File: src/rtl/a0_trace_fifo.sv
// rtl/a0_trace_fifo.sv - change-detecting FWFT trace FIFO for the core's a0 result
// Queues each new a0 value; drops on overflow and counts drops instead of stalling the core.
module a0_trace_fifo #(
  parameter int WIDTH = 32,
  parameter int DEPTH = 8,
  parameter int CNT_W = 16
) (
  input  logic                     clk,
  input  logic                     rst,
  input  logic [WIDTH-1:0]         a0_in,
  input  logic                     capture_en,
  input  logic                     flush,
  output logic [WIDTH-1:0]         out_data,
  output logic                     out_valid,
  input  logic                     out_ready,
  output logic [$clog2(DEPTH):0]   level,
  output logic                     full,
  output logic [CNT_W-1:0]         overflow_cnt
);

  localparam int AW = $clog2(DEPTH);
  localparam int LW = AW + 1;

  logic [AW-1:0]    rd_ptr_q, rd_ptr_d;
  logic [AW-1:0]    wr_ptr_q, wr_ptr_d;
  logic [LW-1:0]    level_q, level_d;
  logic [CNT_W-1:0] ovf_q, ovf_d;
  logic [WIDTH-1:0] last_a0_q, last_a0_d;
  logic             primed_q, primed_d;
  logic [WIDTH-1:0] mem_q [DEPTH];

  logic push_req, pop, push, drop, mem_we;

  assign out_valid    = (level_q != '0);
  assign full         = (level_q == LW'(DEPTH));
  assign level        = level_q;
  assign overflow_cnt = ovf_q;
  // Storage is not reset, so gate the head with valid to keep out_data at 0 when empty.
  assign out_data     = out_valid ? mem_q[rd_ptr_q] : '0;

  always_comb begin
    rd_ptr_d  = rd_ptr_q;
    wr_ptr_d  = wr_ptr_q;
    level_d   = level_q;
    ovf_d     = ovf_q;
    last_a0_d = last_a0_q;
    primed_d  = primed_q;
    mem_we    = 1'b0;

    push_req = capture_en & (~primed_q | (a0_in != last_a0_q));
    pop      = out_valid & out_ready;
    push     = push_req & (~full | pop);
    drop     = push_req & full & ~pop;

    if (flush) begin
      rd_ptr_d = '0;
      wr_ptr_d = '0;
      level_d  = '0;
      primed_d = 1'b0;
    end else begin
      if (push_req) begin
        last_a0_d = a0_in;
        primed_d  = 1'b1;
      end
      if (push) begin
        mem_we   = 1'b1;
        wr_ptr_d = wr_ptr_q + 1'b1;
      end
      if (pop) begin
        rd_ptr_d = rd_ptr_q + 1'b1;
      end
      level_d = level_q + LW'(push) - LW'(pop);
      if (drop && (ovf_q != {CNT_W{1'b1}})) begin
        ovf_d = ovf_q + 1'b1;
      end
    end
  end

  always_ff @(posedge clk or negedge rst) begin
    if (!rst) begin
      rd_ptr_q  <= '0;
      wr_ptr_q  <= '0;
      level_q   <= '0;
      ovf_q     <= '0;
      last_a0_q <= '0;
      primed_q  <= 1'b0;
    end else begin
      rd_ptr_q  <= rd_ptr_d;
      wr_ptr_q  <= wr_ptr_d;
      level_q   <= level_d;
      ovf_q     <= ovf_d;
      last_a0_q <= last_a0_d;
      primed_q  <= primed_d;
    end
  end

  always_ff @(posedge clk) begin
    if (mem_we) begin
      mem_q[wr_ptr_q] <= a0_in;
    end
  end

endmodule

File: config.mk
export PLATFORM = sky130hd
export DESIGN_NAME = a0_trace_fifo
export DESIGN_NICKNAME = d
export VERILOG_FILES = /design/src/rtl/a0_trace_fifo.sv
export SDC_FILE = /design/constraint.sdc
export NUM_CORES = 1
export LEC_CHECK = 0
export ABC_AREA = 1
export BUFFER_PORTS_ARGS = -buffer_cell sky130_fd_sc_hd__buf_2
export CAP_MARGIN = 20
export CORE_MARGIN = 10
export CORE_UTILIZATION = 50
export CTS_BUF_LIST = sky130_fd_sc_hd__clkbuf_16
export CTS_CLUSTER_DIAMETER = 200
export DETAILED_ROUTE_END_ITERATION = 8
export PLACE_DENSITY = 0.72
export RECOVER_POWER = 100
export SYNTH_ARGS = -nofsm -noshare
export SYNTH_HDL_FRONTEND = slang
export SYNTH_SLANG_ARGS = --single-unit
export TNS_END_PERCENT = 30
File: constraint.sdc
create_clock -name clk -period 4.62 [get_ports clk]
set_clock_uncertainty 0.1 [all_clocks]
set_input_delay 1.155 -clock clk [delete_from_list [all_inputs] [get_ports clk]]
set_output_delay 1.155 -clock clk [all_outputs]
set_load 0.02 [all_outputs]
## Word level (Yosys, flattened, before mapping)

Memories as Yosys holds them, arrays and structs flattened.
Cells that the tools add are included.

- Output and inout bits: 54
- Register bits: 59
- Bits in writable memories: 256
- Memories kept: 1
- Logic and storage cells: 45

Memories:

| memory | depth | bits a word | rd ports | clocked after Yosys merged registers in | wr ports | line | source |
|---|---|---|---|---|---|---|---|
| mem_q | 8 | 32 | 1 | 0 | 1 | 30 | `logic [WIDTH-1:0] mem_q [DEPTH];` |

- Eq/ne operators: 3
- Multiplexer cells: 12
- Add/sub/neg operators: 5
- Reduce and logical (&&, ||, !) cells: 7
- Bitwise gates (word level): 11

Operators with widths:

| kind | count |
|---|---|
| 32-bit 2-to-1 mux | 1 |
| 32-bit inequality test | 1 |
| 16-bit by 1-bit adder with 16-bit output, second input constant | 1 |
| 16-bit inequality test, second input constant | 1 |
| 3-bit 2-to-1 mux | 4 |
| 3-bit by 1-bit adder with 3-bit output, second input constant | 2 |
| 1-bit 2-to-1 mux | 6 |
| 2-bit nonzero test | 3 |
| 1-bit bitwise AND | 5 |
| 4-bit by 1-bit adder with 4-bit output | 1 |
| 4-bit == test, second input constant | 1 |
| 4-bit 2-to-1 mux | 1 |
| 1-bit NOT | 4 |
| 2-bit AND reduction | 2 |
| 4-bit nonzero test | 1 |
| 4-bit by 1-bit subtractor with 4-bit output | 1 |
| 1-bit OR | 2 |
| 1-bit logical AND | 1 |

## Logic depth before layout (Yosys ltp)

Gate-level depths: netlist of run 1.

- Depth after elaboration: 8
- Gate-level depth with buffers: 19
- Depth with buffers taken out: 19

## Worst setup path before layout of run 1

No wires, ideal clock.

- Path kind: input port to flip-flop
- From: input port a0_in[29]
- To: memory mem_q[0][0] (enable)
- Arrival: 3.418 ns
- Path buffers: 0
- Data required time: 4.099 ns
- Path slack: 0.681 ns
- Stages on the path: 11
- Setup time: 0.421 ns
- Path through: inv_2 > or2_0 > nand4_1 > nor2_1 > nand2_1 > nor2_4 > nand2_4 > nand3_1 > inv_1 > nand2_1 > nor2_1

- Word-level cells in the longest chain between the ends: 8

Ends and longest elaborated chain:

| what | line | source |
|---|---|---|
| from (decl) | 10 | `input logic [WIDTH-1:0] a0_in,` |
| 32-bit inequality test | 50 | `push_req = capture_en & (~primed_q \| (a0_in != last_a0_q));` |
| 1-bit OR | 50 |  |
| 1-bit bitwise AND | 50 |  |
| 1-bit bitwise AND | 52 | `push = push_req & (~full \| pop);` |
| 1-bit 2-to-1 mux | 65 | `if (push) begin` |
| 1-bit 2-to-1 mux | 55 | `if (flush) begin` |
| 1-bit 2-to-1 mux | 98 | `if (mem_we) begin` |
| 1-bit 2-to-1 mux (implied by the code) | 99 | `mem_q[wr_ptr_q] <= a0_in;` |
| to (decl) | 30 |  |

Every way passes these cells.

## Worst setup path after layout of run 1

- From: register level_q[2], in the netlist level[2]
- To: output port out_data[30]

- Word-level cells in the longest chain between the ends: 2

Ends and longest elaborated chain:

| what | line | source |
|---|---|---|
| from (decl) | 26 | `logic [LW-1:0] level_q, level_d;` |
| from (signal assigned) | 90 | `level_q <= level_d;` |
| 4-bit nonzero test | 34 | `assign out_valid = (level_q != '0);` |
| 32-bit 2-to-1 mux | 39 | `assign out_data = out_valid ? mem_q[rd_ptr_q] : '0;` |
| to (decl) | 13 | `output logic [WIDTH-1:0] out_data,` |

Every way passes these cells.

==> results of run 1 <==
## sequential cells by signal (all words and copies together), names as in the netlist
register      cells
last_a0_q        32
mem_q           256
wr_ptr_q          3
level             4
rd_ptr_q          3
primed_q          1
overflow_cnt     16
## metal layers
metal  GRT usage  vias to the layer above  share of wire
li1            -                     4440              -
met1       0.245                     4655           0.43
met2       0.302                      361           0.47
met3      0.0425                       64          0.079
met4      0.0567                        0          0.020
met5           0                        -              0
## kinds of logic after synthesis
kind of cell,share of synthesized area
xor gates and xnor gates,0.0130
DFF,0.683
buffers and inverters,0.0459
AOI/OAI and AO/OA,0.105
and+or+nand+nor,0.144
adders and majority gates,0.00895
## through the flow
step	area (um2)	util	std cells	total power [uW]	hold slack (ps)
floorplan	13400	-	1234	4910	349
global placement	14300	0.547	1618	5710	362
detailed placement	14300	0.547	1618	5760	384
CTS	15400	0.586	1679	8240	409
global route	15200	0.578	1679	8560	436
finish	15200	0.578	1679	8140	409
## worst max path at each step
stage | from | slack (ps) | cells after the start | endpoint
6_report | level[2]$_DFF_PN0_ | 360 | 8 | out_data[30]
2_1_floorplan | a0_in[29] | 680 | 11 | mem_q[0][0]$_DFFE_PP_
3_3_place_gp | a0_in[1] | 760 | 14 | mem_q[2][10]$_DFFE_PP_
4_1_cts | rd_ptr_q[1]$_DFFE_PN0P_ | 590 | 6 | out_data[4]
5_1_grt | level[2]$_DFF_PN0_ | 220 | 8 | out_data[0]
3_5_place_dp | a0_in[5] | 710 | 14 | mem_q[2][10]$_DFFE_PP_
## power by group through the flow
stage	registers [uW]	clock network [uW]	logic [uW]
final	3340	2480	2310
after floorplan	3380	0	1530
after detailed placement	3390	0	2370
after global routing	3360	2640	2560
after global placement	3380	0	2330
after CTS	3330	2520	2390
## layout by cell type, fill, tap and decap left out, types with 6 or more instances in the layout
cell,netlist,routed
xnor2_1,7,7
buf_4,0,10
o22ai_1,32,32
ha_1,8,8
nor2_1,237,230
nand2_1,174,175
nand3_1,24,24
o21ai_0,186,194
dfrtp_1,59,57
nand4_1,21,21
a31oi_1,32,32
clkinv_1,0,6
inv_2,4,6
clkbuf_2,0,7
edfxtp_1,256,256
buf_2,12,10
clkbuf_16,0,35
clkbuf_1,45,85
nor2_4,1,7
inv_1,84,94
xor2_1,13,13
## final cells by class
type / instances / area, um2
sequential: 315 / 9170
fill: 2145 / 11100
clock inverter: 26 / 143
multi-input combinational: 765 / 3680
clock buffer: 35 / 876
timing repair buffer: 115 / 539
inverter: 88 / 332
tap: 335 / 419
## worst max-delay path, stage by stage, from the launching register on
cell and delay [ps]:
dfrtp_1 340, inv_1 70, ha_1 190, nor3b_1 190
inv_1 420, clkbuf_1 560, o21ai_0 200, a31oi_1 270
clkbuf_1 270
==> results.sh, run 1 <==
export IMPL_timing_final_max_slew_violations=31
export IMPL_fmax_mhz=235
export IMPL_syn_to_final_growth_pct=12.9
export IMPL_grt_max_degree=66
export IMPL_cp_start_kind="flip-flop"
export IMPL_port_buffers=90
export IMPL_preCtsSetupSlack_ps=706
export IMPL_yosysUniqueCellTypes=34
export IMPL_synth_ff_type="edfxtp_1"
export IMPL_vias=9520
export IMPL_synth_edf_count=256
export IMPL_r2r_start="level[2]$_DFF_PN0_"
export IMPL_timing_rr_end="mem_q[6][10]$_DFFE_PP_"
export IMPL_p_comb_frac=0.284
export IMPL_cts_sinks=315
export IMPL_tightest_slew_ps=1710
export IMPL_swShare=0.348
export IMPL_maxCapViolations=1
export IMPL_hp_class="reg -> reg"
export IMPL_status="finished with violations"
export IMPL_wl_um=31800
export IMPL_dieArea_um2=33800
export IMPL_die_width_um=184
export IMPL_antenna_cells=0
export IMPL_hold_viol_final=0
export IMPL_h_tree_depth=2
export IMPL_die_height_um=184
export IMPL_grt_setup_unrepaired="false"
export IMPL_postCtsResizedCells=0
export IMPL_ir_drop_v=0.000313
export IMPL_power_density_nw_per_um2=537
export IMPL_yosys_cell_count_top_type="edfxtp_1"
export IMPL_grt_pass1_vias=9544
export IMPL_initial_core_util=0.512
export IMPL_async_flop_share=0.187
export IMPL_cts_inserted_buffers=34
export IMPL_drt_iter0_drc=966
export IMPL_via_per_inst=5.67
export IMPL_synth_fp_nets=1280
export IMPL_finalSetupViolations=0
export IMPL_internal_power_uw=5310
export IMPL_post_cts_setup_buffers=0
export IMPL_path_max_fanout=12
export IMPL_overflow=0
export IMPL_hold_path_depth=2
export IMPL_min_period_ps=4260
export IMPL_power_frac_clock=0.305
export IMPL_p_leak_uw=0.00570
export IMPL_gp_congestion=0.846
export IMPL_firstDrtPassIters=5
export IMPL_netSwitchingPower_uw=2830
export IMPL_clock_latency_ps=500
export IMPL_cts_tree="built"
export IMPL_ys_seq_area_frac=0.683
export IMPL_tns_ps=0
export IMPL_cp_data_required_time_ps=3370
export IMPL_coreArea_um2=26200
export IMPL_rows=59
export IMPL_clkTransAtPathRegs_ps=60
export IMPL_yosys_warnings=0
export IMPL_worstSetupEndpointType="output pin"
export IMPL_dp_hpwl_um=18300
export IMPL_clock_root_buffer="clkbuf_16"
export IMPL_yosys_area_top_type="edfxtp_1"
export IMPL_p_seq_frac=0.410
export IMPL_worstSetupPathType="reg -> out"
export IMPL_netlist_instances=1234
export IMPL_yosys_top_cells_count="edfxtp_1 (256), nor2_1 (237), o21ai_0 (186), nand2_1 (174), inv_1 (84)"
export IMPL_fin_nets=1365
export IMPL_ios=91
export IMPL_postCtsHoldBufs=0
export IMPL_violations="max-capacitance violations, max-slew violations"
export IMPL_grt_usage=0.186
export IMPL_reg2reg_depth=11
export IMPL_layout_drive_gt1_share=0.0714
export IMPL_synth_seq_cells=315
export IMPL_grt_pass1_wl_um=50600
export IMPL_r2r_slack_ps=930
export IMPL_period_share=0.922
export IMPL_drc=0
export IMPL_relSlewSlack=-0.140
export IMPL_synth_top_cell_area_share=0.573
export IMPL_fin_ws_ps=361
export IMPL_cp_arrival_ps=3000
export IMPL_antenna_found_initial=0
export IMPL_worstHoldStart="last_a0_q[5]$_DFFE_PN0P_"
export IMPL_cts_buffer_depth=3
export IMPL_yosys_top_cells_area="edfxtp_1 (57%), dfrtp_1 (11%), o21ai_0 (6.9%), nor2_1 (6.6%), nand2_1 (4.9%)"
export IMPL_syn_area_um2=13400
export IMPL_whs_endpoint="last_a0_q[5]$_DFFE_PN0P_"
export IMPL_synth_avg_cell_area_um2=10.9
export IMPL_wl_per_cell_um=18.9
export IMPL_ant_nets=0
No activity file was read; power rests on OpenSTA's default activity.
==> run 2: changes to the inputs <==
--- a/config.mk
+++ b/config.mk
@@ -13,6 +13,7 @@
 export CTS_BUF_LIST = sky130_fd_sc_hd__clkbuf_16
 export CTS_CLUSTER_DIAMETER = 200
 export DETAILED_ROUTE_END_ITERATION = 8
+export GPL_TIMING_DRIVEN = 0
 export PLACE_DENSITY = 0.72
 export RECOVER_POWER = 100
 export SYNTH_ARGS = -nofsm -noshare
==> constraint.sdc (replaced) <==
create_clock -name clk -period 4.62 [get_ports clk]
set_clock_uncertainty 0.1 [all_clocks]
set_input_delay 1.155 -clock clk [delete_from_list [all_inputs] [get_ports clk]]
set_output_delay 1.155 -clock clk [all_outputs]
set_load 0.005 [all_outputs]
==> results.sh, run 2 (same netlist as run 1, synthesis figures left out) <==
export IMPL_relSlewSlack=-1.30
export IMPL_coreArea_um2=26200
export IMPL_layout_drive_gt1_share=0.0662
export IMPL_grt_setup_unrepaired="false"
export IMPL_drt_iter0_drc=927
export IMPL_power_density_nw_per_um2=523
export IMPL_cp_cell_sequence="inv_1, clkbuf_1, clkbuf_1, o21ai_0, o22ai_1, o21ai_0, a31oi_1, clkbuf_1"
export IMPL_vias=9602
export IMPL_grt_pass1_wl_um=54300
export IMPL_dp_hpwl_um=22400
export IMPL_nFillCells=2128
export IMPL_clkTransAtPathRegs_ps=70
export IMPL_netSwitchingPower_uw=2610
export IMPL_clock_root_buffer="clkbuf_16"
export IMPL_hold_viol_final=0
export IMPL_die_width_um=184
export IMPL_maxCapViolations=1
export IMPL_cts_tree="built"
export IMPL_ant_nets=0
export IMPL_rows=59
export IMPL_post_cts_setup_buffers=0
export IMPL_status="finished with violations"
export IMPL_tightest_slew_ps=3450
export IMPL_power_frac_clock=0.323
export IMPL_violations="max-capacitance violations, max-slew violations"
export IMPL_ios=91
export IMPL_timing_final_max_slew_violations=60
export IMPL_path_max_fanout=10
export IMPL_worstSetupPathType="reg -> out"
export IMPL_slowest_delay_ps=480
export IMPL_worstSetupEndpointType="output pin"
export IMPL_p_leak_uw=0.00575
export IMPL_fin_nets=1411
export IMPL_cts_inserted_buffers=31
export IMPL_via_per_inst=5.57
export IMPL_finalNonFillerCells=1724
export IMPL_postCtsResizedCells=0
export IMPL_wl_um=34100
export IMPL_swShare=0.325
export IMPL_port_buffers=90
export IMPL_final_cell_mix="edfxtp_1 (256), nor2_1 (229), o21ai_0 (191)"
export IMPL_finalSetupViolations=0
export IMPL_clock_latency_ps=550
export IMPL_cp_arrival_ps=2940
export IMPL_period_share=0.909
export IMPL_overflow=0
export IMPL_slowest_stage="clkbuf_1"
export IMPL_largest_reg_flops=256
export IMPL_fmax_mhz=238
export IMPL_h_tree_depth=1
export IMPL_grt_usage=0.203
export IMPL_hp_class="reg -> reg"
export IMPL_cts_buffer_depth=3
export IMPL_holdWs_ps=402
export IMPL_wl_per_cell_um=19.8
export IMPL_gp_congestion=0.876
export IMPL_post_route_util=0.587
export IMPL_layout_commonest_cell="edfxtp_1"
export IMPL_min_period_ps=4200
export IMPL_p_comb_frac=0.264
export IMPL_dieArea_um2=33800
export IMPL_regMostFlops="mem_q"
export IMPL_syn_to_final_growth_pct=14.5
export IMPL_drc=0
export IMPL_internal_power_uw=5430
export IMPL_initial_core_util=0.512
export IMPL_cp_data_required_time_ps=3370
export IMPL_finalInstanceArea_um2=15400
export IMPL_crit_path_frequent_cell="clkbuf_1"
export IMPL_cp_start_kind="flip-flop"
export IMPL_grt_pass1_vias=9852
export IMPL_postCtsHoldBufs=0
export IMPL_p_seq_frac=0.412
export IMPL_die_height_um=184
export IMPL_fin_ws_ps=422
export IMPL_firstDrtPassIters=5
export IMPL_placed_cells=1667
export IMPL_cts_sinks=315
export IMPL_placed_area_um2=14500
export IMPL_preCtsSetupSlack_ps=501
export IMPL_ir_drop_v=0.000381
export IMPL_grt_max_degree=60
export IMPL_antenna_cells=0
export IMPL_antenna_found_initial=0
[run 2: changes by cell type in the layout (fill, tap and decap cells not counted), sizes merged]
| cell | before | now |
|---|---|---|
| clkinv | 10 | 12 |
| clkbuf | 127 | 171 |
| buf | 23 | 24 |
| bufinv | 1 | 6 |
| clkinvlp | 0 | 1 |
| inv | 103 | 95 |
[run 2: final cells by class]
type,count,area (um2),share of cell area
inverter,88,330,0.0215
multi-input combinational,765,3660,0.238
clock inverter,26,280,0.0182
timing repair buffer,98,479,0.0312
sequential,315,9160,0.596
tap,335,419,0.0273
buffer,66,263,0.0171
clock buffer,31,776,0.0505
[run 2: path summary, 6_finish.rpt]
| path | startpoint | endpoint | slack [ps] | cells after the start |
|---|---|---|---|---|
| min in group asynchronous | rst | overflow_cnt[8]$_DFFE_PN0P_ | 1670 | 1 |
| max in group asynchronous | rst | last_a0_q[5]$_DFFE_PN0P_ | 820 | 1 |
| min reg2reg | last_a0_q[0]$_DFFE_PN0P_ | last_a0_q[0]$_DFFE_PN0P_ | 400 | 2 |
| max | rd_ptr_q[1]$_DFFE_PN0P_ | out_data[22] | 420 | 8 |
| max reg2reg | level[2]$_DFF_PN0_ | mem_q[6][7]$_DFFE_PP_ | 1040 | 11 |
| min | last_a0_q[0]$_DFFE_PN0P_ | last_a0_q[0]$_DFFE_PN0P_ | 400 | 2 |
[run 2: metal layers]
| layer | GRT usage | routed length [um] | vias up |
|---|---|---|---|
| met5 | 0 | 0 | - |
| li1 | - | - | 4535 |
| met2 | 0.334 | 16700 | 362 |
| met4 | 0.0656 | 777 | 0 |
| met1 | 0.263 | 14000 | 4647 |
| met3 | 0.0423 | 2670 | 58 |
[run 2: per-stage QoR]
stage | total power, uW | setup TNS [ps]
detailed placement | 5550 | 0
floorplan | 4610 | 0
CTS | 8140 | 0
global route | 8470 | 0
global placement | 5480 | -220710
finish | 8030 | 0
[run 2: power by group through the flow]
stage | sequential, uW | combinational (uW) | clock (uW)
finish | 3310 | 2120 | 2600
global route | 3330 | 2400 | 2740
CTS | 3310 | 2210 | 2630
detailed placement | 3360 | 2180 | 0
global placement | 3360 | 2110 | 0
floorplan | 3350 | 1260 | 0
[run 2: critical path: cells and delay by family (launching register included)]
family,cells,cell delay [ps]
buffers and inverters,4,1120
AO/OA/AOI/OAI,4,840
flip-flops,1,420
==> run 3: changes to the inputs <==
--- a/config.mk
+++ b/config.mk
@@ -8,6 +8,7 @@
 export ABC_AREA = 1
 export BUFFER_PORTS_ARGS = -buffer_cell sky130_fd_sc_hd__buf_2
 export CAP_MARGIN = 20
+export CORE_ASPECT_RATIO = 0.8
 export CORE_MARGIN = 10
 export CORE_UTILIZATION = 50
 export CTS_BUF_LIST = sky130_fd_sc_hd__clkbuf_16
==> results.sh, run 3 (same netlist as run 1, synthesis figures left out) <==
export IMPL_worstSetupPathType="reg -> out"
export IMPL_cts_buffer_depth=3
export IMPL_status="finished with violations"
export IMPL_ant_nets=0
export IMPL_die_height_um=167
export IMPL_timing_final_max_slew_violations=60
export IMPL_min_period_ps=4180
export IMPL_hold_path_depth=2
export IMPL_cts_inserted_buffers=30
export IMPL_hp_class="reg -> reg"
export IMPL_initial_core_util=0.510
export IMPL_relSlewSlack=-1.31
export IMPL_crit_family="buffers and inverters"
export IMPL_postCtsHoldBufs=0
export IMPL_top_layer="met4"
export IMPL_gp_congestion=0.883
export IMPL_finalSetupViolations=0
export IMPL_vias=9543
export IMPL_layout_drive_gt1_share=0.0569
export IMPL_dp_hpwl_um=23400
export IMPL_nFillCells=2215
export IMPL_fin_nets=1410
export IMPL_syn_to_final_growth_pct=14.6
export IMPL_cp_data_required_time_ps=3370
export IMPL_wl_per_cell_um=19.4
export IMPL_rows=53
export IMPL_antenna_cells=0
export IMPL_period_share=0.904
export IMPL_largest_reg_flops=256
export IMPL_timing_rr_end="mem_q[3][7]$_DFFE_PP_"
export IMPL_path_max_fanout=10
export IMPL_post_cts_setup_buffers=0
export IMPL_crit_path_frequent_cell="clkbuf_1"
export IMPL_grt_usage=0.197
export IMPL_dr_wl_met2_um=15600
export IMPL_wl_um=33900
export IMPL_cp_start_kind="flip-flop"
export IMPL_r2r_slack_ps=1270
export IMPL_grt_max_degree=60
export IMPL_p_leak_uw=0.00571
export IMPL_worstSetupEndpointType="output pin"
export IMPL_via_per_inst=5.47
export IMPL_grt_pass1_vias=9535
export IMPL_grt_pass1_wl_um=53600
export IMPL_drt_met1_wl_um=15200
export IMPL_h_tree_depth=1
export IMPL_postCtsResizedCells=0
export IMPL_clock_latency_ps=550
export IMPL_grt_setup_unrepaired="false"
export IMPL_dieArea_um2=33800
export IMPL_post_route_util=0.584
export IMPL_ir_drop_v=0.000404
export IMPL_regMostFlops="mem_q"
export IMPL_preCtsSetupSlack_ps=403
export IMPL_hold_viol_final=0
export IMPL_wl_met3_um=2320
export IMPL_cts_sinks=315
export IMPL_whs_endpoint="last_a0_q[0]$_DFFE_PN0P_"
export IMPL_drt_iter0_drc=909
export IMPL_ios=91
export IMPL_violations="max-capacitance violations, max-slew violations"
export IMPL_overflow=0
export IMPL_fin_ws_ps=442
export IMPL_final_cell_mix="edfxtp_1 (256), nor2_1 (229), o21ai_0 (191)"
export IMPL_fmax_mhz=239
export IMPL_worstHoldStart="last_a0_q[0]$_DFFE_PN0P_"
export IMPL_slowest_delay_ps=520
export IMPL_coreArea_um2=26300
export IMPL_layout_commonest_cell="edfxtp_1"
export IMPL_drc=0
export IMPL_die_width_um=203
export IMPL_power_density_nw_per_um2=507
export IMPL_tightest_slew_ps=3460
export IMPL_cp_cell_sequence="inv_1, buf_2, clkbuf_1, nor2_1, o22ai_1, o21ai_0, a31oi_1, clkbuf_1"
export IMPL_clock_root_buffer="clkbuf_16"
export IMPL_slowest_stage="clkbuf_1"
export IMPL_reg2reg_depth=11
export IMPL_cp_arrival_ps=2920
export IMPL_antenna_found_initial=0
export IMPL_port_buffers=90
export IMPL_firstDrtPassIters=5
export IMPL_crit_buf_inv=4
export IMPL_r2r_start="level[2]$_DFF_PN0_"
export IMPL_cts_tree="built"
export IMPL_maxCapViolations=1
export IMPL_clkTransAtPathRegs_ps=70
[run 3: cell types whose count changed in the layout (fill, tap and decap cells not counted), sizes merged]
cell | before | now
buf | 24 | 26
bufinv | 6 | 2
inv | 95 | 97
clkinvlp | 1 | 0
clkinv | 12 | 14
clkbuf | 171 | 169
[run 3: report_power, final]
part | switching [uW] | internal (uW)
Sequential | 97.2 | 3220
Combinational | 1480 | 662
Clock | 1020 | 1310
[run 3: worst max path at each step]
stage,start,slack (ps),endpoint,depth (start not counted)
3_3_place_gp,a0_in[5],-1010,mem_q[2][6]$_DFFE_PP_,13
6_report,rd_ptr_q[0]$_DFFE_PN0P_,440,out_data[24],8
3_5_place_dp,a0_in[13],400,mem_q[3][6]$_DFFE_PP_,14
2_1_floorplan,a0_in[29],680,mem_q[0][0]$_DFFE_PP_,11
4_1_cts,rd_ptr_q[0]$_DFFE_PN0P_,480,out_data[22],8
5_1_grt,rst,290,last_a0_q[3]$_DFFE_PN0P_,1
[run 3: layout make-up]
class                   count  area (um2)  area share
inverters                  88         330      0.0215
multi-input cells         765        3680       0.240
flip-flops and latches    315        9160       0.596
repair buffers             98         564      0.0367
plain buffers              66         264      0.0172
clock inverters            25         154      0.0100
clock buffers              31         776      0.0504
well taps                 357         447      0.0290
[run 3: metrics by stage]
stage | hold WS, ps | TNS [ps] | cell area [um2] | power (uW) | instances
2_1_floorplan | 349 | 0 | 13400 | 4610 | 1234
3_3_place_gp | 366 | -214550 | 14300 | 5490 | 1681
3_5_place_dp | 375 | 0 | 14600 | 5570 | 1689
4_1_cts | 392 | 0 | 15500 | 7890 | 1745
5_1_grt | 425 | 0 | 15400 | 8220 | 1745
6_report | 394 | 0 | 15400 | 7800 | 1745
[run 3: metal layers]
metal / global-route usage / up-vias
li1: - / 4527
met1: 0.277 / 4620
met2: 0.312 / 333
met3: 0.0320 / 63
met4: 0.0512 / 0
met5: 0 / -
[run 3: worst reg2reg max path, stage by stage (launching register included)]
cell and delay [ps]:
dfrtp_1 350, inv_1 80, ha_1 190, nor3b_1 150, nor2_1 250, nor2_1 110
inv_1 140, nand3_1 160, inv_1 120, nand2_1 420, nor2_4 710, buf_16 250
